--- src/rtl/hook_launch_ctrl.sv ---
// Hook/cable trajectory controller: integrates a fixed-point hook position once per frame (IDLE -> EXTEND -> RETRACT).
// Optional extend-length limit compiled in when HOOK_MAX_LENGTH_EN is defined.
module hook_launch_ctrl #(
    parameter int          INITIAL_X = 280,
    parameter int          INITIAL_Y = 185,
    parameter int unsigned FRAC_BITS = 6,
    parameter int          X_MIN     = 0,
    parameter int          X_MAX     = 639,
    parameter int          Y_MAX     = 479
`ifdef HOOK_MAX_LENGTH_EN
    ,
    parameter int          MAX_EXT_FRAMES = 64
`endif
) (
    input  logic        clk,
    input  logic        reset,
    input  logic        startOfFrame,
    input  logic        launch,
    input  logic [11:0] launch_Xspeed,
    input  logic [11:0] launch_Yspeed,
    input  logic        collision,
    input  logic [1:0]  load_weight,
    output logic [10:0] topLeftX,
    output logic [10:0] topLeftY,
    output logic        busy,
    output logic        loaded,
    output logic        retract_done
);

    localparam int unsigned SW = 12;
    localparam int unsigned AW = 11 + FRAC_BITS + 1;

    localparam logic signed [AW-1:0] HOME_X = AW'(INITIAL_X * (1 << FRAC_BITS));
    localparam logic signed [AW-1:0] HOME_Y = AW'(INITIAL_Y * (1 << FRAC_BITS));
    // Crossing means the floor pixel leaves [X_MIN, X_MAX] / exceeds Y_MAX.
    localparam logic signed [AW-1:0] X_LO    = AW'(X_MIN * (1 << FRAC_BITS));
    localparam logic signed [AW-1:0] X_CLAMP = AW'(X_MAX * (1 << FRAC_BITS));
    localparam logic signed [AW-1:0] X_HI    = AW'((X_MAX + 1) * (1 << FRAC_BITS));
    localparam logic signed [AW-1:0] Y_CLAMP = AW'(Y_MAX * (1 << FRAC_BITS));
    localparam logic signed [AW-1:0] Y_HI    = AW'((Y_MAX + 1) * (1 << FRAC_BITS));

    typedef enum logic [1:0] {
        IDLE,
        EXTEND,
        RETRACT,
        RETRACT_LOADED
    } state_t;

    state_t                 state, state_n;
    logic signed [AW-1:0]   acc_x, acc_x_n, acc_y, acc_y_n;
    logic signed [AW-1:0]   vel_x, vel_x_n, vel_y, vel_y_n;
    logic signed [AW-1:0]   step_x, step_y;
    logic [1:0]             weight, weight_n;
    logic                   dom_x, dom_x_n;
    logic                   done, done_n;
    logic [SW-1:0]          abs_x, abs_y;
    logic                   hit;
    logic                   home_hit;

`ifdef HOOK_MAX_LENGTH_EN
    localparam int unsigned CW = $clog2(MAX_EXT_FRAMES + 1);
    logic [CW-1:0] ext_cnt, ext_cnt_n;
`endif

    // Loaded retract speed: reversed and divided by 2^w, never stalling a moving axis.
    function automatic logic signed [AW-1:0] loaded_vel(input logic signed [AW-1:0] v,
                                                         input logic [1:0] w);
        logic signed [AW-1:0] s;
        s = v >>> w;
        if (s == '0 && v != '0) begin
            s = v[AW-1] ? -AW'(1) : AW'(1);
        end
        return -s;
    endfunction

    always_comb begin
        state_n  = state;
        acc_x_n  = acc_x;
        acc_y_n  = acc_y;
        vel_x_n  = vel_x;
        vel_y_n  = vel_y;
        weight_n = weight;
        dom_x_n  = dom_x;
        done_n   = 1'b0;
        hit      = 1'b0;
        home_hit = 1'b0;
        step_x   = acc_x + vel_x;
        step_y   = acc_y + vel_y;
        abs_x    = launch_Xspeed[SW-1] ? (~launch_Xspeed + 12'd1) : launch_Xspeed;
        abs_y    = launch_Yspeed[SW-1] ? (~launch_Yspeed + 12'd1) : launch_Yspeed;
`ifdef HOOK_MAX_LENGTH_EN
        ext_cnt_n = ext_cnt;
`endif

        unique case (state)
            IDLE: begin
                if (launch && (launch_Xspeed != '0 || launch_Yspeed != '0)) begin
                    vel_x_n = {{(AW-SW){launch_Xspeed[SW-1]}}, launch_Xspeed};
                    vel_y_n = {{(AW-SW){launch_Yspeed[SW-1]}}, launch_Yspeed};
                    dom_x_n = (abs_x > abs_y);
                    state_n = EXTEND;
`ifdef HOOK_MAX_LENGTH_EN
                    ext_cnt_n = '0;
`endif
                end
            end

            EXTEND: begin
                if (startOfFrame) begin
                    acc_x_n = step_x;
                    acc_y_n = step_y;
`ifdef HOOK_MAX_LENGTH_EN
                    ext_cnt_n = ext_cnt + CW'(1);
`endif
                end
                // Collision wins over boundary clamp and length limit.
                if (collision) begin
                    weight_n = load_weight;
                    vel_x_n  = loaded_vel(vel_x, load_weight);
                    vel_y_n  = loaded_vel(vel_y, load_weight);
                    state_n  = RETRACT_LOADED;
                end else if (startOfFrame) begin
                    if (step_x < X_LO) begin
                        acc_x_n = X_LO;
                        hit     = 1'b1;
                    end else if (step_x >= X_HI) begin
                        acc_x_n = X_CLAMP;
                        hit     = 1'b1;
                    end
                    if (step_y >= Y_HI) begin
                        acc_y_n = Y_CLAMP;
                        hit     = 1'b1;
                    end
`ifdef HOOK_MAX_LENGTH_EN
                    if (ext_cnt_n == CW'(MAX_EXT_FRAMES)) begin
                        hit = 1'b1;
                    end
`endif
                    if (hit) begin
                        vel_x_n = -vel_x;
                        vel_y_n = -vel_y;
                        state_n = RETRACT;
                    end
                end
            end

            RETRACT, RETRACT_LOADED: begin
                if (startOfFrame) begin
                    acc_x_n = step_x;
                    acc_y_n = step_y;
                    if (dom_x) begin
                        home_hit = vel_x[AW-1] ? (step_x <= HOME_X) : (step_x >= HOME_X);
                    end else begin
                        home_hit = vel_y[AW-1] ? (step_y <= HOME_Y) : (step_y >= HOME_Y);
                    end
                    if (home_hit) begin
                        acc_x_n = HOME_X;
                        acc_y_n = HOME_Y;
                        vel_x_n = '0;
                        vel_y_n = '0;
                        done_n  = 1'b1;
                        state_n = IDLE;
                    end
                end
            end

            default: state_n = IDLE;
        endcase
    end

    always_ff @(posedge clk or posedge reset) begin
        if (reset) begin
            state  <= IDLE;
            acc_x  <= HOME_X;
            acc_y  <= HOME_Y;
            vel_x  <= '0;
            vel_y  <= '0;
            weight <= '0;
            dom_x  <= 1'b0;
            done   <= 1'b0;
`ifdef HOOK_MAX_LENGTH_EN
            ext_cnt <= '0;
`endif
        end else begin
            state  <= state_n;
            acc_x  <= acc_x_n;
            acc_y  <= acc_y_n;
            vel_x  <= vel_x_n;
            vel_y  <= vel_y_n;
            weight <= weight_n;
            dom_x  <= dom_x_n;
            done   <= done_n;
`ifdef HOOK_MAX_LENGTH_EN
            ext_cnt <= ext_cnt_n;
`endif
        end
    end

    // Floor pixel positions taken straight from the accumulators.
    assign topLeftX     = acc_x[FRAC_BITS+10:FRAC_BITS];
    assign topLeftY     = acc_y[FRAC_BITS+10:FRAC_BITS];
    assign busy         = (state != IDLE);
    assign loaded       = (state == RETRACT_LOADED);
    assign retract_done = done;

endmodule
--- config.mk ---
export PLATFORM = sky130hd
export DESIGN_NAME = hook_launch_ctrl
export DESIGN_NICKNAME = d
export VERILOG_FILES = /design/src/rtl/hook_launch_ctrl.sv
export SDC_FILE = /design/constraint.sdc
export NUM_CORES = 1
export LEC_CHECK = 0
export ABC_AREA = 1
export BUFFER_PORTS_ARGS = -buffer_cell sky130_fd_sc_hd__buf_2
export CAP_MARGIN = 20
export CORE_UTILIZATION = 50
export DETAILED_ROUTE_END_ITERATION = 16
export GPL_TIMING_DRIVEN = 0
export PLACE_DENSITY = 0.7
export SLEW_MARGIN = 20
export SYNTH_ARGS = -nofsm -noshare
export SYNTH_HDL_FRONTEND = slang
export SYNTH_SLANG_ARGS = --single-unit
--- constraint.sdc ---
create_clock -name clk -period 6.5 [get_ports clk]
set_input_delay 0.975 -clock clk [delete_from_list [all_inputs] [get_ports clk]]
set_output_delay 0.975 -clock clk [all_outputs]
set_load 0.05 [all_outputs]
---- Word level (Yosys, flattened, before mapping) ----
Index checks and enable logic that the tools add are counted.
word-level totals
  flip-flop bits (word level) ............. 76
  latch bits .............................. 0
  RAM bits ................................ 0
  ROM bits ................................ 0
  input port bits ......................... 31
  output and inout port bits .............. 25
  logic and storage cells ................. 110
  memories kept ........................... 0
cells by class
  $add $sub $neg .......................... 8
  multiply operators ...................... 0
  divide/modulo/power cells ............... 0
  $lt $le $gt $ge ......................... 8
  equal/unequal tests ..................... 8
  shift-type cells ........................ 2
  multiplexer cells ....................... 58
  bitwise logic cells ..................... 2
  reduce and logical (&&, ||, !) cells .... 17
operators by type and width
  kind                                                                  count
  2-to-1 mux 18 bit                                                     31
  one-hot mux 18 bit (3 select lines)                                   2
  negator 18 bit                                                        4
  one-hot mux 18 bit (2 select lines)                                   2
  adder 18 bit                                                          2
  greater-or-equal comparator 18 x 16 -> 1 bit (second input constant)  2
  logical NOT 18 bit                                                    2
  nonzero test 18 bit                                                   2
  >>> shifter 18 x 2 -> 18 bit                                          2
  adder 12 x 1 -> 12 bit (second input constant)                        2
  2-to-1 mux 12 bit                                                     2
  NOT 12 bit                                                            2
  nonzero test 12 bit                                                   2
  greater-or-equal comparator 18 x 15 -> 1 bit (second input constant)  1
  greater-or-equal comparator 18 x 17 -> 1 bit (second input constant)  1
  <= comparator 18 x 15 -> 1 bit (second input constant)                1
  <= comparator 18 x 16 -> 1 bit (second input constant)                1
  less-than comparator 18 x 1 -> 1 bit (second input constant)          1
  2-to-1 mux 1 bit                                                      14
  > comparator 12 bit                                                   1
  2-to-1 mux 2 bit                                                      6
  != test 2 bit (second input constant)                                 3
  != test 3 bit (second input constant)                                 2
  one-hot mux 2 bit (3 select lines)                                    1
  9 further kinds                                                       14

---- Longest topological paths before layout ----
  word-level depth ........................ 12
  mapped depth ............................ 26
  mapped depth without buffers ............ 24

---- Worst setup path before layout ----
Ideal clock, no wire load.
  kind .................................... input to register
  start point ............................. in load_weight[0]
  end point ............................... reg vel_y[12]
  library setup time ...................... 0.117 ns
  arrival ................................. 3.438 ns
  required time ........................... 6.383 ns
  path slack .............................. 2.945 ns
  stages on the path ...................... 23
  path buffers ............................ 2
  cell sequence ........................... buf_4 > buf_2 > o21ai_0 > mux2i_1 > nand2_1 > inv_1 > nand4_1 > nor2_1 > a21oi_1 > ha_1 > nand2_1 > inv_1 > nand2_1 > inv_1 > nand3_1 > nor2_1 > nand2_1 > xor2_1 > nand2_1 > nand2_1 > nand2_1 > nand3_1 > nand2_1
on the way
  word-level cells in the longest chain between the ends .. 9
ends and longest elaborated chain
  what                                     line  source
  start: declaration                       22    input logic [1:0] load_weight,
  >>> shifter 18 x 2 -> 18 bit (*)         69    s = v >>> w;
  logical NOT 18 bit                       70    if (s == '0 && v != '0) begin
  logical AND 1 bit                        70
  2-to-1 mux 18 bit (*)                    70
  2-to-1 mux 18 bit (*)                    117   if (collision) begin
  2-to-1 mux 18 bit (*)                    95    unique case (state)
  negator 18 bit (*)                       73    return -s;
  2-to-1 mux 18 bit (*)                    117
  one-hot mux 18 bit (3 select lines) (*)  95
  end signal: assignment                   189   vel_y <= vel_y_n;
  end: declaration                         51    logic signed [AW-1:0] vel_x, vel_x_n, vel_y, vel_y_n;
Every way passes the cells marked *; elsewhere a longest branch is shown, timed or not. The select of a mux whose other input is x is not followed.
A chain may end at the register's enable or synchronous reset.

---- Worst setup path after layout ----
  start point ............................. in load_weight[1]
  end point ............................... reg vel_y[12]
Same word-level chain as after synthesis.

==> run_results.csv <==
group,metric,value,unit
clock_network,cts.clk_slew.worst_paths,0.06,ns
placed_design,globalplace.congestion,0.989,
timing,tightest_slew,0.868,ns
detailed_routing,antenna_left,0,
detailed_routing,first_pass_iters,6,
pwr,vdd_ir_drop_max,0.275,mV
global_routing,grt_max_degree,58,
detailed_routing,drtIter0Drc,1054,
worst_hold_path,min-delay-start,"acc_y[11]",
pwr,power_density,623,mW/mm^2
worst_setup_path,rr_startpoint,"vel_y[1]",
layout,register_area,0.00191,sq mm
timing,tns,0,ns
timing,relSlewSlack,0.421,
global_routing,grtUsageTotal,0.336,
worst_setup_path,rr_endpoint,"vel_y[12]",
logic_synthesis,yosys.area_share.simple,0.438,
layout,drive_above_1_share,0.0770,
floorplan,rows,52,
layout,final_cell_mix,"nand2_1 (624), inv_1 (245), nand3_1 (194), nor2_1 (163), o21ai_0 (115)",
global_routing,grt_pass1_vias,10900,
detailed_routing,via_count,12300,
floorplan,dieArea,0.0213,sq mm
clock_network,clock-sinks,76,
logic_synthesis,synthCells,1853,
logic_synthesis,ys_ff_latch,76,
logic_synthesis,synth.area.top_cells,"nand2_1 (23%), dfrtp_1 (16%), nand3_1 (9.4%), inv_1 (8.9%), ha_1 (6.3%)",
floorplan,die_w,146,microns
layout,nets,2002,
logic_synthesis,synth_seq_area_share,0.185,
logic_synthesis,synth_edf_count,0,
placed_design,hpwl,28.8,mm
logic_synthesis,ys.flop_type,"dfrtp_1",
layout,fillers,2110,
floorplan,io_pins,56,
global_routing,antenna_found_initial,0,
logic_synthesis,avgSynthCellArea,5.58,sq um
layout,final_common_cell,"nand2_1",
worst_setup_path,critPathRequiredTime,6.73,ns
clock_network,cts_made_buffers,9,
logic_synthesis,synthAdderAreaFrac,0.0668,
timing,fin_crit,4.37,ns
timing,slew_violations,0,
layout,multiInputGateArea,0.00701,sq mm
pwr,p_leak,0.00619,uW
clock_network,cts_tree,"yes",
worst_setup_path,regToRegSetupSlack,2.36,ns
layout,instances_no_fill,2192,
layout,n_antenna_cell,0,
clock_network,cts_buffer_depth,2,
logic_synthesis,synth_mux_area_frac,0.00290,
clock_network,clk_latency,0.34,ns
worst_setup_path,worst-r2r-cell-count,24,
timing,final-hold-violation-count,0,
detailed_routing,post_drt_wl_per_cell,16.3,microns
timing,fin_worst_skew,0.0104,ns
clock_network,cts_setup_buffers,0,
floorplan,coreArea,0.0202,sq mm
layout,area_growth,9.00,%
clock_network,post_cts_resized,0,
placed_design,port_buffers,52,
floorplan,die_h,146,microns
logic_synthesis,netlist_area,0.0103,sq mm
clock_network,cts_root_buf,"clkbuf_16",
worst_hold_path,hold_path_class,"flip-flop to flip-flop",
logic_synthesis,async_flop_share,1.00,
status,outcome,"finished clean",
timing,fmax,229,MHz
worst_setup_path,cp-end-kind,"flip-flop",
logic_synthesis,yosysWarnings,0,
floorplan,start_util,0.511,
logic_synthesis,synth_compound_area_frac,0.143,
timing,grt_setup_unrepaired,"false",
logic_synthesis,yosysTopAreaCell,"nand2_1",
worst_hold_path,hold_end,"acc_y[11]",
worst_setup_path,cp.arrival,4.59,ns
logic_synthesis,synth.distinct_cells,48,
global_routing,grt.overflow.total,0,
worst_setup_path,startpoint_type,"input port",
detailed_routing,drc,0,
worst_setup_path,path_max_fanout,10,
clock_network,holdBufCountCts,0,
run,maxCapViolCount,0,
detailed_routing,vias_per_cell,5.59,
logic_synthesis,synth.top_cell.area_share,0.226,
detailed_routing,routed_wl,35.7,mm
logic_synthesis,synth_top_family_by_area,"simple AND/OR/NAND/NOR gates",
clock_network,htree_levels,3,
worst_setup_path,worst-setup-path-type,"input port to flip-flop",
placed_design,place_inst,2176,
timing,post-route-period-util,0.672,
timing,setup_viol,0,
worst_hold_path,min_delay_path_depth,2,
logic_synthesis,synth_xor_area_frac,0.0271,
logic_synthesis,syn_nets,1938,
global_routing,grt_first_pass_wirelength,57.1,mm
[cell families (layout without fill, tap and decap cells)]
logic type | count (synthesis) | in the layout
buf+inv | 338 | 407
fa+ha+maj | 54 | 54
compound gates | 275 | 275
mux | 3 | 3
simple gates | 1075 | 1075
xor+xnor | 32 | 32
flops | 76 | 76
[cells in the mapped netlist, types with 3 or more instances]
cell,count
nand4_1,26
nand3_1,194
o21bai_1,3
nand2_1,624
dfstp_2,8
a21oi_1,109
buf_1,10
o21ai_1,7
o21a_1,3
o211ai_1,4
o21ai_0,115
ha_1,52
dfrtp_1,68
or2_2,5
nor2_2,3
xor2_1,27
o32ai_1,3
buf_6,5
nor4_1,4
mux2i_1,3
xnor2_1,5
inv_1,246
o22ai_1,4
inv_2,6
o31ai_1,5
a31oi_1,12
clkbuf_1,27
buf_4,26
nand3b_1,20
buf_2,16
nor2_1,163
nor3_1,27
[cell type report]
cell class	count	area share
tap	270	0.0300
sequential	76	0.170
timing repair buffer	53	0.0255
buffer	84	0.0417
clock inverter	7	0.00688
multi-input combinational	1439	0.621
clock buffer	9	0.0200
inverter	254	0.0848
[routing by layer]
metal | GRT usage | vias up | routed length [microns]
met3 | 0.0295 | 85 | 2670
li1 | - | 6090 | -
met1 | 0.459 | 5517 | 15700
met4 | 0.136 | 0 | 1230
met5 | 0 | - | 0
met2 | 0.546 | 570 | 16100
[power by group]
part / switching [uW] / internal, uW / leakage [uW]
combinational: 3660 / 1720 / 0.00514
clock: 214 / 299 / 0.000146
sequential: 388 / 741 / 0.000911
[worst max-delay path by stage]
stage | from | end | slack [ns] | cells past startpoint
finish | load_weight[1] | vel_y[12] | 2.13 | 23
global route | load_weight[1] | vel_x[16] | 1.74 | 23
CTS | load_weight[1] | vel_x[16] | 2.27 | 23
detailed placement | load_weight[1] | vel_x[16] | 1.93 | 23
global placement | load_weight[1] | vel_y[12] | 1.96 | 23
floorplan | load_weight[0] | vel_y[12] | 2.95 | 23
[worst max-delay path, cell delays in order]
cell and delay [ns]:
buf_2 0.12, inv_2 0.14, clkbuf_1 0.50, o21ai_0 0.41, nand3_1 0.19, nor2_1 0.06, nand3_1 0.07, nor2_1 0.07
a21oi_1 0.47, ha_1 0.27, nand2_1 0.06, inv_1 0.15, nand2_1 0.12, inv_1 0.09, nand3_1 0.09, nor2_1 0.20
nand2_1 0.09, xor2_1 0.13, nand2_1 0.09, nand2_1 0.09, nand2_1 0.05, nand3_1 0.09, nand2_1 0.06
[flip-flops by register name, summed over array words and instances, names as in the netlist, named ones only]
register and count:
acc_y 18, vel_x 18, vel_y 18, acc_x 17
state 2, dom_x 1, retract_done 1
[metrics by stage]
step,area (sq um),util,power [uW],worst slack [ns],hold slack [ns]
after floorplan,10300,-,5030,2.95,0.465
after global placement,10900,0.541,6260,1.96,0.496
after detailed placement,11000,0.542,6370,1.93,0.499
after CTS,11300,0.557,6910,2.27,0.510
after global routing,11300,0.557,7690,1.74,0.529
final,11300,0.557,7020,2.13,0.507
No activity file was read; power rests on OpenSTA's default activity.
